==> src/rtl/game_pkg.sv <==
// Shared types and digit limits for the MM:SS countdown timer.
package game_pkg;

  typedef enum logic [1:0] {IDLE, RUN, PAUSE, EXPIRED} timer_state_t;

  typedef logic [3:0] bcd_t;

  localparam bcd_t BCD_MAX      = 4'd9;
  localparam bcd_t SEC_TENS_MAX = 4'd5;

endpackage

==> src/rtl/bcd_digit_dn.sv <==
// One BCD down-counting digit wrapping 0 -> MAX, with clamped load and borrow out.
module bcd_digit_dn
  import game_pkg::*;
#(
  parameter bcd_t MAX  = BCD_MAX,
  parameter bcd_t INIT = 4'd0
) (
  input  logic clk,
  input  logic rst,
  input  logic dec,
  input  logic load,
  input  bcd_t load_val,
  output bcd_t q,
  output logic borrow_out
);

  always_ff @(posedge clk) begin
    if (rst) begin
      q <= INIT;
    end else if (load) begin
      q <= (load_val > MAX) ? MAX : load_val;
    end else if (dec) begin
      q <= (q == 4'd0) ? MAX : q - 4'd1;
    end
  end

  assign borrow_out = dec && (q == 4'd0);

endmodule

==> src/rtl/game_timer_bcd.sv <==
// MM:SS BCD countdown feeding the seven-segment driver; digits move 1 cycle after the tick.
// GAME_TIMER_WARN_BLINK_EN also flashes the display during the last 10 s of RUN.
module game_timer_bcd
  import game_pkg::*;
#(
  parameter int          TICK_DIV  = 100_000_000,
  parameter int          BLINK_DIV = 25_000_000,
  parameter logic [15:0] INIT_VAL  = 16'h0200
) (
  input  logic        clk,
  input  logic        rst,
  input  logic        start,
  input  logic        pause,
  input  logic        load,
  input  logic [15:0] load_val,
  output logic [3:0]  dig0,
  output logic [3:0]  dig1,
  output logic [3:0]  dig2,
  output logic [3:0]  dig3,
  output logic        running,
  output logic        expired,
  output logic        blink
);

  localparam int PW = $clog2(TICK_DIV);
  localparam int BW = (BLINK_DIV > 1) ? $clog2(BLINK_DIV) : 1;

  timer_state_t   state, state_n;
  logic [PW-1:0]  presc;
  logic [BW-1:0]  bcnt;
  logic [15:0]    digits;
  logic [3:0]     borrow;
  logic           tick, load_en, presc_wrap, bcnt_wrap, blink_cnt_en, warn_n;

  assign digits     = {dig3, dig2, dig1, dig0};
  assign presc_wrap = (presc == PW'(TICK_DIV - 1));
  assign bcnt_wrap  = (bcnt == BW'(BLINK_DIV - 1));
  assign tick       = (state == RUN) && !pause && presc_wrap;

  always_comb begin
    state_n = state;
    load_en = 1'b0;
    case (state)
      IDLE: begin
        if (load) load_en = 1'b1;
        else if (start && !pause) state_n = (digits == 16'h0000) ? EXPIRED : RUN;
      end
      RUN: begin
        if (pause) state_n = PAUSE;
        // a borrow out of the top digit means the count is corrupt; park it
        else if (tick && (digits == 16'h0001 || borrow[3])) state_n = EXPIRED;
      end
      PAUSE: begin
        if (load) begin
          load_en = 1'b1;
          state_n = IDLE;
        end else if (start && !pause) begin
          state_n = RUN;
        end
      end
      EXPIRED: begin
        if (load) begin
          load_en = 1'b1;
          state_n = IDLE;
        end
      end
      default: state_n = IDLE;
    endcase
  end

`ifdef GAME_TIMER_WARN_BLINK_EN
  // warning uses the post-decrement value so `expired` rises on the edge reaching 00:10
  assign warn_n       = (state_n == RUN) && (tick ? (digits <= 16'h0011) : (digits <= 16'h0010));
  assign blink_cnt_en = ((state == EXPIRED) && (state_n == EXPIRED)) ||
                        ((state == RUN) && (state_n == RUN) && (digits <= 16'h0010));
`else
  assign warn_n       = 1'b0;
  assign blink_cnt_en = (state == EXPIRED) && (state_n == EXPIRED);
`endif

  always_ff @(posedge clk) begin
    if (rst) begin
      state   <= IDLE;
      running <= 1'b0;
      expired <= 1'b0;
    end else begin
      state   <= state_n;
      running <= (state_n == RUN);
      expired <= (state_n == EXPIRED) || warn_n;
    end
  end

  // prescaler survives PAUSE so a resume finishes the interrupted second
  always_ff @(posedge clk) begin
    if (rst) begin
      presc <= '0;
    end else begin
      case (state)
        RUN:     if (!pause) presc <= presc_wrap ? '0 : presc + PW'(1);
        PAUSE:   if (load) presc <= '0;
        default: presc <= '0;
      endcase
    end
  end

  always_ff @(posedge clk) begin
    if (rst || !blink_cnt_en) begin
      bcnt  <= '0;
      blink <= 1'b0;
    end else if (bcnt_wrap) begin
      bcnt  <= '0;
      blink <= ~blink;
    end else begin
      bcnt  <= bcnt + BW'(1);
    end
  end

  bcd_digit_dn #(.MAX(BCD_MAX), .INIT(INIT_VAL[3:0])) u_sec_ones (
    .clk(clk), .rst(rst), .dec(tick), .load(load_en), .load_val(load_val[3:0]),
    .q(dig0), .borrow_out(borrow[0])
  );

  bcd_digit_dn #(.MAX(SEC_TENS_MAX), .INIT(INIT_VAL[7:4])) u_sec_tens (
    .clk(clk), .rst(rst), .dec(borrow[0]), .load(load_en), .load_val(load_val[7:4]),
    .q(dig1), .borrow_out(borrow[1])
  );

  bcd_digit_dn #(.MAX(BCD_MAX), .INIT(INIT_VAL[11:8])) u_min_ones (
    .clk(clk), .rst(rst), .dec(borrow[1]), .load(load_en), .load_val(load_val[11:8]),
    .q(dig2), .borrow_out(borrow[2])
  );

  bcd_digit_dn #(.MAX(BCD_MAX), .INIT(INIT_VAL[15:12])) u_min_tens (
    .clk(clk), .rst(rst), .dec(borrow[2]), .load(load_en), .load_val(load_val[15:12]),
    .q(dig3), .borrow_out(borrow[3])
  );

endmodule

==> config.mk <==
export PLATFORM = sky130hd
export DESIGN_NAME = game_timer_bcd
export DESIGN_NICKNAME = d
export VERILOG_FILES = /design/src/rtl/game_pkg.sv /design/src/rtl/bcd_digit_dn.sv /design/src/rtl/game_timer_bcd.sv
export SDC_FILE = /design/constraint.sdc
export NUM_CORES = 1
export LEC_CHECK = 0
export ABC_AREA = 1
export BUFFER_PORTS_ARGS = -buffer_cell sky130_fd_sc_hd__buf_2
export CORE_UTILIZATION = 53
export DETAILED_ROUTE_END_ITERATION = 6
export PLACE_DENSITY = 0.86
export SYNTH_ARGS = -nofsm -noshare
export SYNTH_HDL_FRONTEND = slang
export SYNTH_SLANG_ARGS = --single-unit
==> constraint.sdc <==
create_clock -name clk -period 1.49 [get_ports clk]
set_input_delay 0 -clock clk [delete_from_list [all_inputs] [get_ports clk]]
set_output_delay 0 -clock clk [all_outputs]
set_load 0.005 [all_outputs]
; ---- Word level (Yosys, flattened, before mapping)
; Cells that the tools add are included.
[totals]
ff_bits = 73
output_inout_bits = 19
word_cells = 88
[classes]
order_cmp = 4
n_addsub = 6
bitwise_logic = 1
eq_ne = 10
n_mux = 31
reduce_logical = 26
[op_table]
columns = op, count
row1 = $mux 27, 3
row2 = $mux 4, 16
row3 = $pmux 27 s2, 1
row4 = $add 27x1->27 const B, 1
row5 = $eq 27x27->1 const B, 1
row6 = $add 25x1->25 const B, 1
row7 = $eq 25x25->1 const B, 1
row8 = $eq 16x1->1 const B, 1
row9 = $logic_not 16->1, 1
row10 = $logic_not 4->1, 4
row11 = $mux 2, 8
row12 = $sub 4x1->4 const B, 4
row13 = $gt 4x4->1 const B, 3
row14 = $logic_and 1x1->1, 9
row15 = $pmux 2 s4, 1
row16 = $reduce_bool 2->1, 4
row17 = $eq 2x2->1 const B, 3
row18 = $eq 2x1->1 const B, 2
row19 = $gt 4x3->1 const B, 1
row20 = $ne 2x2->1 const B, 2
row21 = $reduce_or 3->1, 1
row22 = $logic_not 1->1, 2
row23 = $logic_not 2->1, 1
row24 = $logic_or 1x1->1, 2
row25 = 4 further kinds, 5

; ---- Longest topological paths before layout
[logic_depth]
depth_word = 17
mapped_depth = 12

; ---- Cells and area by module
; A second synthesis with hierarchy kept.
[hier_totals]
hier_cells = 727
hier_area_um2 = 4476.8
[modules_own_cells]
columns = mod, cells_per_inst, area_per_inst_um2, instances
row1 = game_timer_bcd, 546, 3442.1, 1
row2 = bcd_digit_dn (u_min_tens ...), 49, 271.5, 2
row3 = bcd_digit_dn (u_min_ones), 45, 257.7, 1
row4 = bcd_digit_dn (u_sec_tens), 38, 234.0, 1

; ---- Worst setup path before layout
; No wires, ideal clock.
[synth_path]
path_kind = register to register
from = register presc[0]
to = register presc[3]
path_buffers = 1
synth_period_minus_slack_ns = 1.607
setup_time_ns = 0.125
path_stages_with_launch = 12
setup_slack_ns = -0.117
t_arrival_ns = 1.482
path_cell_list = dfxtp_1 ha_1 nand2_1 nor2_4 nand3_1 nor2_1 nand3_1 nand2_2 nand2_1 nand2_2 buf_4 nor3b_1
[synth_between]
elab_chain_cells = 4
elab_cells_between_ends = 5
cone_classes = add/sub: 1 / eq/ne: 1 / mux: 3
[synth_lines]
columns = element, line_no
row1 = "start, declared", game_timer_bcd.sv:29  ; logic [PW-1:0] presc;
row2 = "start signal, assigned", game_timer_bcd.sv:99  ; RUN: if (!pause) presc <= presc_wrap ? '0 : presc + PW'(1);
row3 = $add 27x1->27 / $eq 27x27->1 (equally long branches), "game_timer_bcd.sv:99, game_timer_bcd.sv:36"
row4 = $mux 27 (*) (2 in a row), game_timer_bcd.sv:99
row5 = $pmux 27 s2 (*), game_timer_bcd.sv:98  ; case (state)
; Every way passes the cells marked *; elsewhere a longest branch is shown, timed or not. The select of a mux whose other input is x is not followed.
; A chain may end at the register's enable or synchronous reset.

; ---- Worst setup path after layout
[layout_path]
from = register presc[4]
to = register u_sec_tens.q[2]
[layout_between]
elab_chain_cells = 4
[layout_lines]
columns = element, line_no
row1 = $eq 27x27->1, game_timer_bcd.sv:36  ; assign presc_wrap = (presc == PW'(TICK_DIV - 1));
row2 = $logic_and 1x1->1, game_timer_bcd.sv:38  ; assign tick = (state == RUN) && !pause && presc_wrap;
row3 = $logic_and 1x1->1, bcd_digit_dn.sv:27  ; assign borrow_out = dec && (q == 4'd0);
row4 = $reduce_bool 2->1 (no line), -
row5 = "end signal, assigned", bcd_digit_dn.sv:21  ; q <= (load_val > MAX) ? MAX : load_val;
row6 = "end signal, assigned", bcd_digit_dn.sv:23  ; q <= (q == 4'd0) ? MAX : q - 4'd1;
row7 = "end, declared", bcd_digit_dn.sv:13  ; output bcd_t q,
; No other way between the ends.

==> metrics.md <==
| Metric | Value |
|---|---|
| Family with the most delay on the worst path | `simple AND/OR/NAND/NOR gates` |
| Least-Margin Pin Slew | `0.455 ns` |
| Cell area after layout | `roughly 0.0064 sq mm` |
| Post-synthesis async set-or-reset flop share | `0%` |
| RSZ-0062 raised after global routing | `true` |
| First-pass GRT wire length | `22800 microns` |
| Worst-path fanout max | `5` |
| Ant diodes | `0` |
| Setup Skew | `0.0137 ns` |
| Post-Syn Area per Cell | `~6.5 sq um` |
| Post-synth top area share | `36.1%` |
| Vias in the first global route | `5128` |
| Final WL | `18800 microns` |
| H-tree levels | `3` |
| Sequential Area | `around 0.0015 sq mm` |
| Final WS setup | `-0.454 ns` |
| Synth cell types | `44` |
| Core Area | `0.00733 sq mm` |
| Crit path cell chain | `nand2_1 > nor2_1 > nand2_4 > nor2_4 > buf_6 > and2_4 > nand2_4 > nand2_4 > nand3_2 > a21oi_2` |
| Filler cell count | `331` |
| Worst skew pair latency | `0.38 ns` |
| Starting DRT DRC Count | `796` |
| Wire length per cell | `roughly 21 microns` |
| Tmin final | `1.94 ns` |
| Post-Synthesis Cells | `621` |
| Post-synth top flop | `dfxtp_1` |
| HP Start | `load_val[9]` |
| Most common cell on crit path | `nand2_4` |
| Max stage delay on crit path | `0.41 ns` |
| Synth Area in Compound Gates | `roughly an eighth` |
| Synth Area in Simple Gates | `37.2%` |
| R2R depth | `10` |
| DRC Markers | `155` |
| Inst Count DP | `838` |
| Cell Area, Placed | `0.00507 sq mm` |
| Crit path required time | `around 1.8 ns` |
| Cell Pwr Density | `707 mW/mm^2` |
| Area grow syn2layout | `57.5%` |
| Syn nets | `644` |
| Top Ports | `40` |
| CTS Sinks | `73` |
| Area occupied by multi-input gates | `approximately 0.0029 sq mm` |
| Worst endpoint data arrival time | `2.25 ns` |
| Die Ht | `around 90 microns` |
| Largest cells by area after synthesis | `dfxtp_1 36%, nand2_1 11%, inv_1 8.8%, nor2_1 7.9%, a21oi_1 5.7%` |
| Main combinational cell family by area after synthesis | `simple AND/OR/NAND/NOR gates` |
| DIE WIDTH | `89.4 microns` |
| TritonCTS clock tree | `built` |
| Flop and latch count out of synthesis | `73` |
| Run status | `finished with violations` |
| Synth Area in Adders | `0.618%` |
| Vias per cell | `between 6 and 7` |
| Buffers plus inverters on the worst setup path | `1` |
| Dpl hpwl | `slightly above 8000 microns` |
| Max_cap viols | `0` |
| Die area | `0.00799 sq mm` |
| GP Congestion | `0.939` |
| Endpoints failing setup | `73` |
| Leakage power | `around 2.7 nW` |
| Root buf cell | `clkbuf_8` |
| R2r setup slk | `-0.45 ns` |
| Number of routed nets with antenna violations | `0` |
| Initial Util | `55.2%` |
| Max-slew violation count | `0` |
| Top achievable clock speed | `514 MHz` |
| Slew margin rel. | `69.6%` |
| DRT Pass-1 Iters | `7` |
| Row Count | `31` |
| Critical path's slowest cell | `dfxtp_1` |
| Class of the worst hold path | `in2reg` |
| Initial antenna violation count | `0` |
| Count leader, synth | `nand2_1` |
| Hold depth | `4` |
| Final Cycle Share | `130%` |
| Post-synthesis mux area share | `0%` |
| Yosys warning total | `0` |
| Hold Path End | `u_min_ones.q[1]` |
| Max VDD drop | `0.852 mV` |
| Worst setup EP type | `register` |
| Register area share after synthesis | `36.1%` |
| CTS Buf Count | `9` |
| Type of the worst setup path | `reg2reg` |
| Final cell utilization of the core | `86.9%` |
| Port Buf Inserts | `39` |
| Largest net degree at the start of global routing | `26` |
| Commonest cells post-synth | `119 x nand2_1, 95 x inv_1, 85 x nor2_1, 73 x dfxtp_1, 46 x a21oi_1` |
| Layout cells sized above 1 | `41.9%` |
| Total number of vias | `5737` |
| Cell Area, Synth | `between 0.004 and 0.005 sq mm` |
| Failing checks | `design-rule violations, negative setup slack` |
| Post-synth EDFFs | `0` |
| R2r endpoint | `u_sec_tens.q[2]` |
| GRT Total Usage | `37.7%` |
| CTS clk-pin slew, worst paths | `roughly 0.08 ns` |
| Final Hold Fails | `0` |
| Setup crit start kind | `register` |
| Yosys top cell by area | `dfxtp_1` |
| Reg2reg start | `presc[4]` |
| Nets | `811` |
| Overall overflow remaining after global route | `0` |
| Final Non-Filler Cells | `891` |
| XOR/XNOR Fraction of Synth Area | `2.16%` |
| CTS Buffer Depth | `2` |
-- metrics by stage --
step	setup TNS (ns)	hold slack (ns)	setup WS [ns]	total power [mW]
final	-18.15	0.0282	-0.454	4.50
after global routing	-24.54	0.0300	-0.596	4.62
after CTS	-5.79	0.0136	-0.155	4.27
after detailed placement	-10.45	0.312	-0.250	2.57
after global placement	-4.37	0.303	-0.145	2.55
after floorplan	-1.46	0.0691	-0.0777	2.36
-- where the power goes --
group / internal (mW) / switching [mW]
combinational: 0.265 / 0.453
clock: 0.935 / 0.830
sequential: 1.98 / 0.0352
total: 3.18 / 1.32
-- cell families after synthesis --
logic type,count (synthesis)
and+or+nand+nor,327
buffers and inverters,112
xor gates and xnor gates,10
DFF,73
adders and majority gates,2
AOI/OAI and AO/OA,97
-- final cells by class --
cell class | count | area share [%]
timing repair buffer | 162 | 20.0
timing repair inverter | 1 | 0.177
sequential | 73 | 23.2
tap | 99 | 1.94
clock buffer | 10 | 2.00
inverter | 103 | 6.22
clock inverter | 5 | 1.28
multi-input combinational | 438 | 45.1
-- worst register-to-register path: cells and delay by family (launching register included) --
family / cells / cell delay [ns]
simple gates: 8 / 1.18
buf+inv: 1 / 0.13
flops: 1 / 0.41
compound gates: 1 / 0.18
-- registers in the layout, summed over array words and instances (netlist names) --
name	cells
state	2
presc	27
expired	1
u_sec_ones.q	4
u_min_tens.q	4
running	1
blink	1
bcnt	25
u_sec_tens.q	4
u_min_ones.q	4
-- worst max path at each step --
| stage | start | to | cells after the start |
|---|---|---|---|
| floorplan | presc[1] | presc[17] | 11 |
| global placement | presc[1] | presc[26] | 11 |
| detailed placement | presc[1] | u_min_ones.q[3] | 10 |
| CTS | presc[1] | presc[26] | 11 |
| global route | presc[4] | u_sec_tens.q[1] | 12 |
| finish | presc[4] | u_sec_tens.q[2] | 10 |
-- layout by cell type (no fill, tap or decap), drive strengths merged, types with 2 or more instances in the layout --
cell type,instances
nand3,46
a31oi,5
clkinv,2
or2,3
a21oi,46
clkbuf,13
nor2,96
nor3,24
dlygate4sd3,3
xor2,6
o22ai,2
o21ai,33
nor4,2
ha,2
xnor2,4
nor3b,5
buf,156
nand4,17
o21a,2
inv,104
bufinv,2
a211oi,2
dfxtp,73
nand2,132
-- timing repair --
item | in CTS | in global routing
gates cloned | 3 | 4
hold buffers | 3 | 0
hold endpoints to repair | 3 | 0
setup buffers | 15 | 13
endpoints found under the setup margin | 72 | 72
gates resized for setup | 69 | 124
pin swaps | 23 | 43
-- metal layers --
metal,track usage [%],routed length [microns],vias up
li1,-,-,2346
met1,37.0,6150,2566
met2,65.9,8620,601
met3,12.6,2270,224
met4,28.6,1710,0
met5,0,0,-
Power figures use the tool's default switching activity.
